--- src/rtl/boot_run_sequencer.sv ---
// Core bring-up sequencer: streams words into instruction and data memory,
// then enables the core for a bounded number of cycles or until halt.
module boot_run_sequencer #(
  parameter int IMEM_DEPTH = 128,
  parameter int DMEM_DEPTH = 128
) (
  input  logic        clk,
  input  logic        arst,
  input  logic        start,
  input  logic [15:0] imem_words,
  input  logic [15:0] dmem_words,
  input  logic [31:0] run_len,
  input  logic        halt,
  input  logic        s_valid,
  input  logic [63:0] s_data,
  output logic        s_ready,
  output logic [63:0] addr_ext,
  output logic        wen_ext,
  output logic [31:0] wdata_ext,
  output logic [63:0] addr_ext_2,
  output logic        wen_ext_2,
  output logic [63:0] wdata_ext_2,
  output logic        cpu_enable,
  output logic        busy,
  output logic        done,
  output logic        err,
  output logic [31:0] cycles
);

  // Stream handshake: a word moves on a clock edge when s_valid and s_ready
  // are both high; s_ready depends on state only, never on s_valid.
  typedef enum logic [2:0] {IDLE, LOAD_I, LOAD_D, RUN, DONE} state_t;

  state_t      state, state_nxt;
  logic [15:0] imem_cnt, dmem_cnt, idx;
  logic [31:0] run_lim, cycles_inc;
  logic        idle_like, bad_len, xfer, last_i, last_d, limit_hit;

  assign idle_like  = (state == IDLE) || (state == DONE);
  assign bad_len    = (32'(imem_words) > 32'(IMEM_DEPTH)) ||
                      (32'(dmem_words) > 32'(DMEM_DEPTH));
  assign xfer       = s_valid & s_ready;
  assign last_i     = (idx == imem_cnt - 16'd1);
  assign last_d     = (idx == dmem_cnt - 16'd1);
  assign cycles_inc = (cycles == 32'hFFFF_FFFF) ? cycles : cycles + 32'd1;
  assign limit_hit  = cpu_enable && (run_lim != 32'd0) && (cycles_inc == run_lim);

  always_ff @(posedge clk or posedge arst) begin
    if (arst) state <= IDLE;
    else      state <= state_nxt;
  end

  always_comb begin
    state_nxt = state;
    case (state)
      IDLE, DONE: begin
        if (start) begin
          if (bad_len)                 state_nxt = IDLE;
          else if (imem_words != 16'd0) state_nxt = LOAD_I;
          else if (dmem_words != 16'd0) state_nxt = LOAD_D;
          else                          state_nxt = RUN;
        end
      end
      LOAD_I: if (xfer && last_i) state_nxt = (dmem_cnt != 16'd0) ? LOAD_D : RUN;
      LOAD_D: if (xfer && last_d) state_nxt = RUN;
      RUN:    if (halt || limit_hit) state_nxt = DONE;
      default: state_nxt = IDLE;
    endcase
  end

  // The core stays disabled while the final memory write pulse is still out,
  // so its first enabled cycle always follows the last write.
  always_comb begin
    s_ready    = 1'b0;
    busy       = 1'b0;
    done       = 1'b0;
    cpu_enable = 1'b0;
    case (state)
      LOAD_I, LOAD_D: begin
        s_ready = 1'b1;
        busy    = 1'b1;
      end
      RUN: begin
        busy       = 1'b1;
        cpu_enable = ~wen_ext & ~wen_ext_2;
      end
      DONE:    done = 1'b1;
      default: ;
    endcase
  end

  always_ff @(posedge clk or posedge arst) begin
    if (arst) begin
      imem_cnt    <= '0;
      dmem_cnt    <= '0;
      run_lim     <= '0;
      idx         <= '0;
      err         <= 1'b0;
      cycles      <= '0;
      addr_ext    <= '0;
      wen_ext     <= 1'b0;
      wdata_ext   <= '0;
      addr_ext_2  <= '0;
      wen_ext_2   <= 1'b0;
      wdata_ext_2 <= '0;
    end else begin
      wen_ext   <= 1'b0;
      wen_ext_2 <= 1'b0;
      if (idle_like && start) begin
        if (bad_len) begin
          err <= 1'b1;
        end else begin
          err      <= 1'b0;
          cycles   <= '0;
          imem_cnt <= imem_words;
          dmem_cnt <= dmem_words;
          run_lim  <= run_len;
          idx      <= '0;
        end
      end
      if (state == LOAD_I && xfer) begin
        wen_ext   <= 1'b1;
        addr_ext  <= {46'd0, idx, 2'b00};
        wdata_ext <= s_data[31:0];
        idx       <= last_i ? 16'd0 : idx + 16'd1;
      end
      if (state == LOAD_D && xfer) begin
        wen_ext_2   <= 1'b1;
        addr_ext_2  <= {45'd0, idx, 3'b000};
        wdata_ext_2 <= s_data;
        idx         <= last_d ? 16'd0 : idx + 16'd1;
      end
      if (cpu_enable) cycles <= cycles_inc;
    end
  end

endmodule
--- config.mk ---
export PLATFORM = sky130hd
export DESIGN_NAME = boot_run_sequencer
export DESIGN_NICKNAME = d
export VERILOG_FILES = /design/src/rtl/boot_run_sequencer.sv
export SDC_FILE = /design/constraint.sdc
export NUM_CORES = 1
export LEC_CHECK = 0
export ABC_AREA = 0
export CAP_MARGIN = 15
export CORE_ASPECT_RATIO = 1.2
export CORE_UTILIZATION = 44
export DETAILED_ROUTE_END_ITERATION = 8
export PLACE_DENSITY = 0.83
export RECOVER_POWER = 50
export SLEW_MARGIN = 5
export SYNTH_ARGS = -nofsm -noshare
export SYNTH_HDL_FRONTEND = slang
export SYNTH_SLANG_ARGS = --single-unit
--- constraint.sdc ---
create_clock -name clk -period 8.15 [get_ports clk]
set_clock_uncertainty 0.05 [all_clocks]
set_input_delay 1.63 -clock clk [delete_from_list [all_inputs] [get_ports clk]]
set_output_delay 1.63 -clock clk [all_outputs]
set_load 0.1 [all_outputs]
==> impl_results.md <==
- CTS Buf Count: 28
- Syn Area/Cell: between 9 and 10 um2
- DRC errors left: 0
- Rows: 70
- Worst slew margin: -34.15%
- Final wirelength: 41.51 mm
- Vias in the first global route: ~12,000
- RSZ-0062 raised after global routing: false
- PortBufs: about 300
- Final hold vios: 0
- WL/cell: between 15 and 20 um
- GRT Resource Usage Total: approximately 26%
- Critical Path AT: 5920 ps
- Post-synth EDFFs: 0
- Maximum fanout along the worst path: 34
- Clock Latency Late Sink: ~550 ps
- Yosys reg bits: 246
- Layout cell share with drive strength beyond 1: 12.60%
- Post-CTS setup buffer count: 0
- Pin count of the biggest net entering global routing: roughly 180
- Dpl hpwl: about 30 mm
- Int Pwr: 3537 uW
- Via-per-instance ratio: 5.589
- Switching power total: 4512 uW
- Initial antenna violation count: 0
- GRT Residual Overflow: 0
- Leakage: around 0.0077 uW
- Violated checks: capacitance limit, slew limit
- Fin crit period: 5502 ps
- Fillcell total: 2,582
- Setup TNS: 0 ps
- Initial core utilization: between 40 and 50%
- Status: finished, violations left
- Hold WS: roughly 450 ps
- Tot Pwr: between 8000 and 9000 uW
- Sequential-to-total area share from yosys stat: between 40% and 50%
- Critical hold path startpoint: wdata_ext[13]
- Most common cell in the synthesized netlist: dfrtp_1
- Top-area cell type share of the netlist area: a little under half
- DIE HEIGHT: between 150 and 200 um
- Worst hold path type: reg -> reg
- Post-CTS sizing: 0
- CTS root buf: clkbuf_16
- P&R area growth vs syn: 28.14%
- Cell Area, Synth: 13,680 um2
- Clock-pin slew on the worst setup and hold paths: roughly 60 ps
- Flop2flop setup slack: 3310 ps
- Critical path endpoint category: register
- ANT cells: 0
- Period utilization: 67.51%
- Initial DRC Count: roughly 700
- DR pass1 iterations: 6
- Top FF cell, synth: dfrtp_1
- Switching Share: a little under three fifths
- Synth area leaders: dfrtp_1 45%, mux2_2 11%, nand2_1 5.5%
- Post-CTS Hold Fix Bufs: 0
- # Max-Cap Violations: 2
- Area of the die: approximately 32,000 um2
- PwrDens: roughly 460 nW/um2
- Worst Setup Start Kind: input port
- Worst-margin pin slew: 2012 ps
- # setup viols final: 0
- Remaining antenna violation count: 0
- Fmax achieved: around 180 MHz
- Setup CP Type: in -> reg
- Final net count: ~1,800
- Post-synthesis cell type with the largest combined area: dfrtp_1
- Clk pwr share: between 10% and 20%
- Vias: 11,619
- Global-route wire length before repair: 64.13 mm
- CTS sink cnt: about 250
- CP Launch Point: s_valid
- YS warnings: 0
- Yosys cell types: 80
- DIE WIDTH: about 160 um
- Deepest clock path buffer count: 3
- Asr flop ratio synth: 100.0%
- Multi-input gate area: 6700 um2
- Seq pwr share: roughly a quarter
- Seq. cell area: 6156 um2
- TritonCTS clock tree: done
- Comb pwr share: between 50% and 60%
- Core area: approximately 31,000 um2
- Max IR drop VDD: 0.4329 mV
- R2r startpoint: cycles[4]
- CP required: 8570 ps
- I/O pin cnt: 396
- Fin. max-slew vios: 36
- CTS H-tree depth: 1
- GP Congestion: 0.9632
- Synth top cells by count: 246 x dfrtp_1, 202 x nand2_1, 131 x mux2_2
- Mapped Cells: 1,414
cell families (layout without fill, tap and decap cells):
kind of cell | after synthesis | in the layout | synth area share, %
AND/OR/NAND/NOR | 525 | 525 | 19.60
AO/OA/AOI/OAI | 223 | 223 | 10.79
buffers and inverters | 210 | 384 | 8.626
XOR/XNOR | 68 | 68 | 4.354
multiplexers | 137 | 137 | 11.22
adder cells (fa/ha/maj) | 4 | 4 | 0.3659
other | 1 | 96 | 0.02742
flip-flops | 246 | 246 | 45.01
critical path, cell delays in order:
cell and delay (ps):
dlygate4sd3_1 630, nand2b_1 100, nor2_1 1130, clkbuf_1 1520, a21boi_0 290, buf_4 220, nor2_1 130, o21ai_0 230
flip-flops by register name, indices dropped and copies added, names as in the netlist:
register     count
run_lim         32
cycles          32
wdata_ext       32
err              1
addr_ext        16
idx             16
wdata_ext_2     64
wen_ext_2        1
wen_ext          1
addr_ext_2      16
state            3
dmem_cnt        16
imem_cnt        16
metrics by stage:
stage	util [%]	worst slack [ps]	instance area, um2	cells
2_1_floorplan	-	3238	14040	1509
3_3_place_gp	54.11	2813	16540	2027
3_5_place_dp	54.11	2699	16540	2027
4_1_cts	57.41	2964	17550	2079
5_1_grt	57.34	2178	17530	2079
6_report	57.34	2648	17530	2079
path summary, 6_finish.rpt:
| path | endpoint | depth (start not counted) |
|---|---|---|
| worst max-delay path | idx[15] | 8 |
| worst min-delay path | wdata_ext[13] | 1 |
| worst max register to register | state[1] | 8 |
| worst min register to register | wdata_ext[13] | 1 |
| max in group asynchronous | wdata_ext[8] | 4 |
| min in group asynchronous | wdata_ext_2[60] | 2 |
power by group through the flow:
stage / Combinational, uW / Sequential [uW] / Clock [uW]
global route: 4800 / 2080 / 1430
global placement: 4630 / 2010 / 0
finish: 4660 / 2020 / 1370
detailed placement: 4660 / 2030 / 0
CTS: 4680 / 2020 / 1390
floorplan: 1250 / 4330 / 0
metal layers:
metal  share of wire (%)  vias up  track usage [%]  wire length, um
li1                    -     5316                -                -
met1                  38     5584            30.46            15770
met2                  49      604            44.48            20520
met3                 7.8      115            5.076             3246
met4                 4.8        0            12.60             1981
met5                   0        -                0                0
layout by cell type (no fill, tap or decap), types with 8 or more instances in the layout:
cell | netlist | final
dfrtp_1 | 246 | 246
nand2b_1 | 13 | 13
or4_1 | 8 | 8
mux2_2 | 131 | 130
a31oi_1 | 16 | 16
and4_1 | 11 | 11
dlygate4sd3_1 | 0 | 15
clkbuf_16 | 0 | 29
buf_4 | 96 | 10
clkdlybuf4s50_1 | 0 | 283
o22ai_1 | 10 | 10
nand4_1 | 27 | 27
and2_1 | 25 | 24
o31ai_1 | 15 | 15
inv_1 | 21 | 20
o21ai_0 | 66 | 66
a211oi_1 | 8 | 8
xnor2_1 | 41 | 41
or3_1 | 14 | 14
nor2_1 | 60 | 60
nor4_1 | 33 | 33
nand2_1 | 202 | 202
conb_1 | 1 | 96
nor2b_1 | 14 | 14
nand3_1 | 36 | 36
and3_1 | 21 | 21
xor2_1 | 27 | 27
nor3_1 | 32 | 32
a21oi_1 | 40 | 40
final cells by class:
class | count | share of cell area (%)
clock inverters | 14 | 1.085
multi-input cells | 1053 | 38.23
well taps | 396 | 2.827
inverters | 22 | 0.4783
repair buffers | 310 | 17.58
clock buffers | 38 | 4.676
flip-flops and latches | 246 | 35.12
Power figures use the tool's default switching activity.
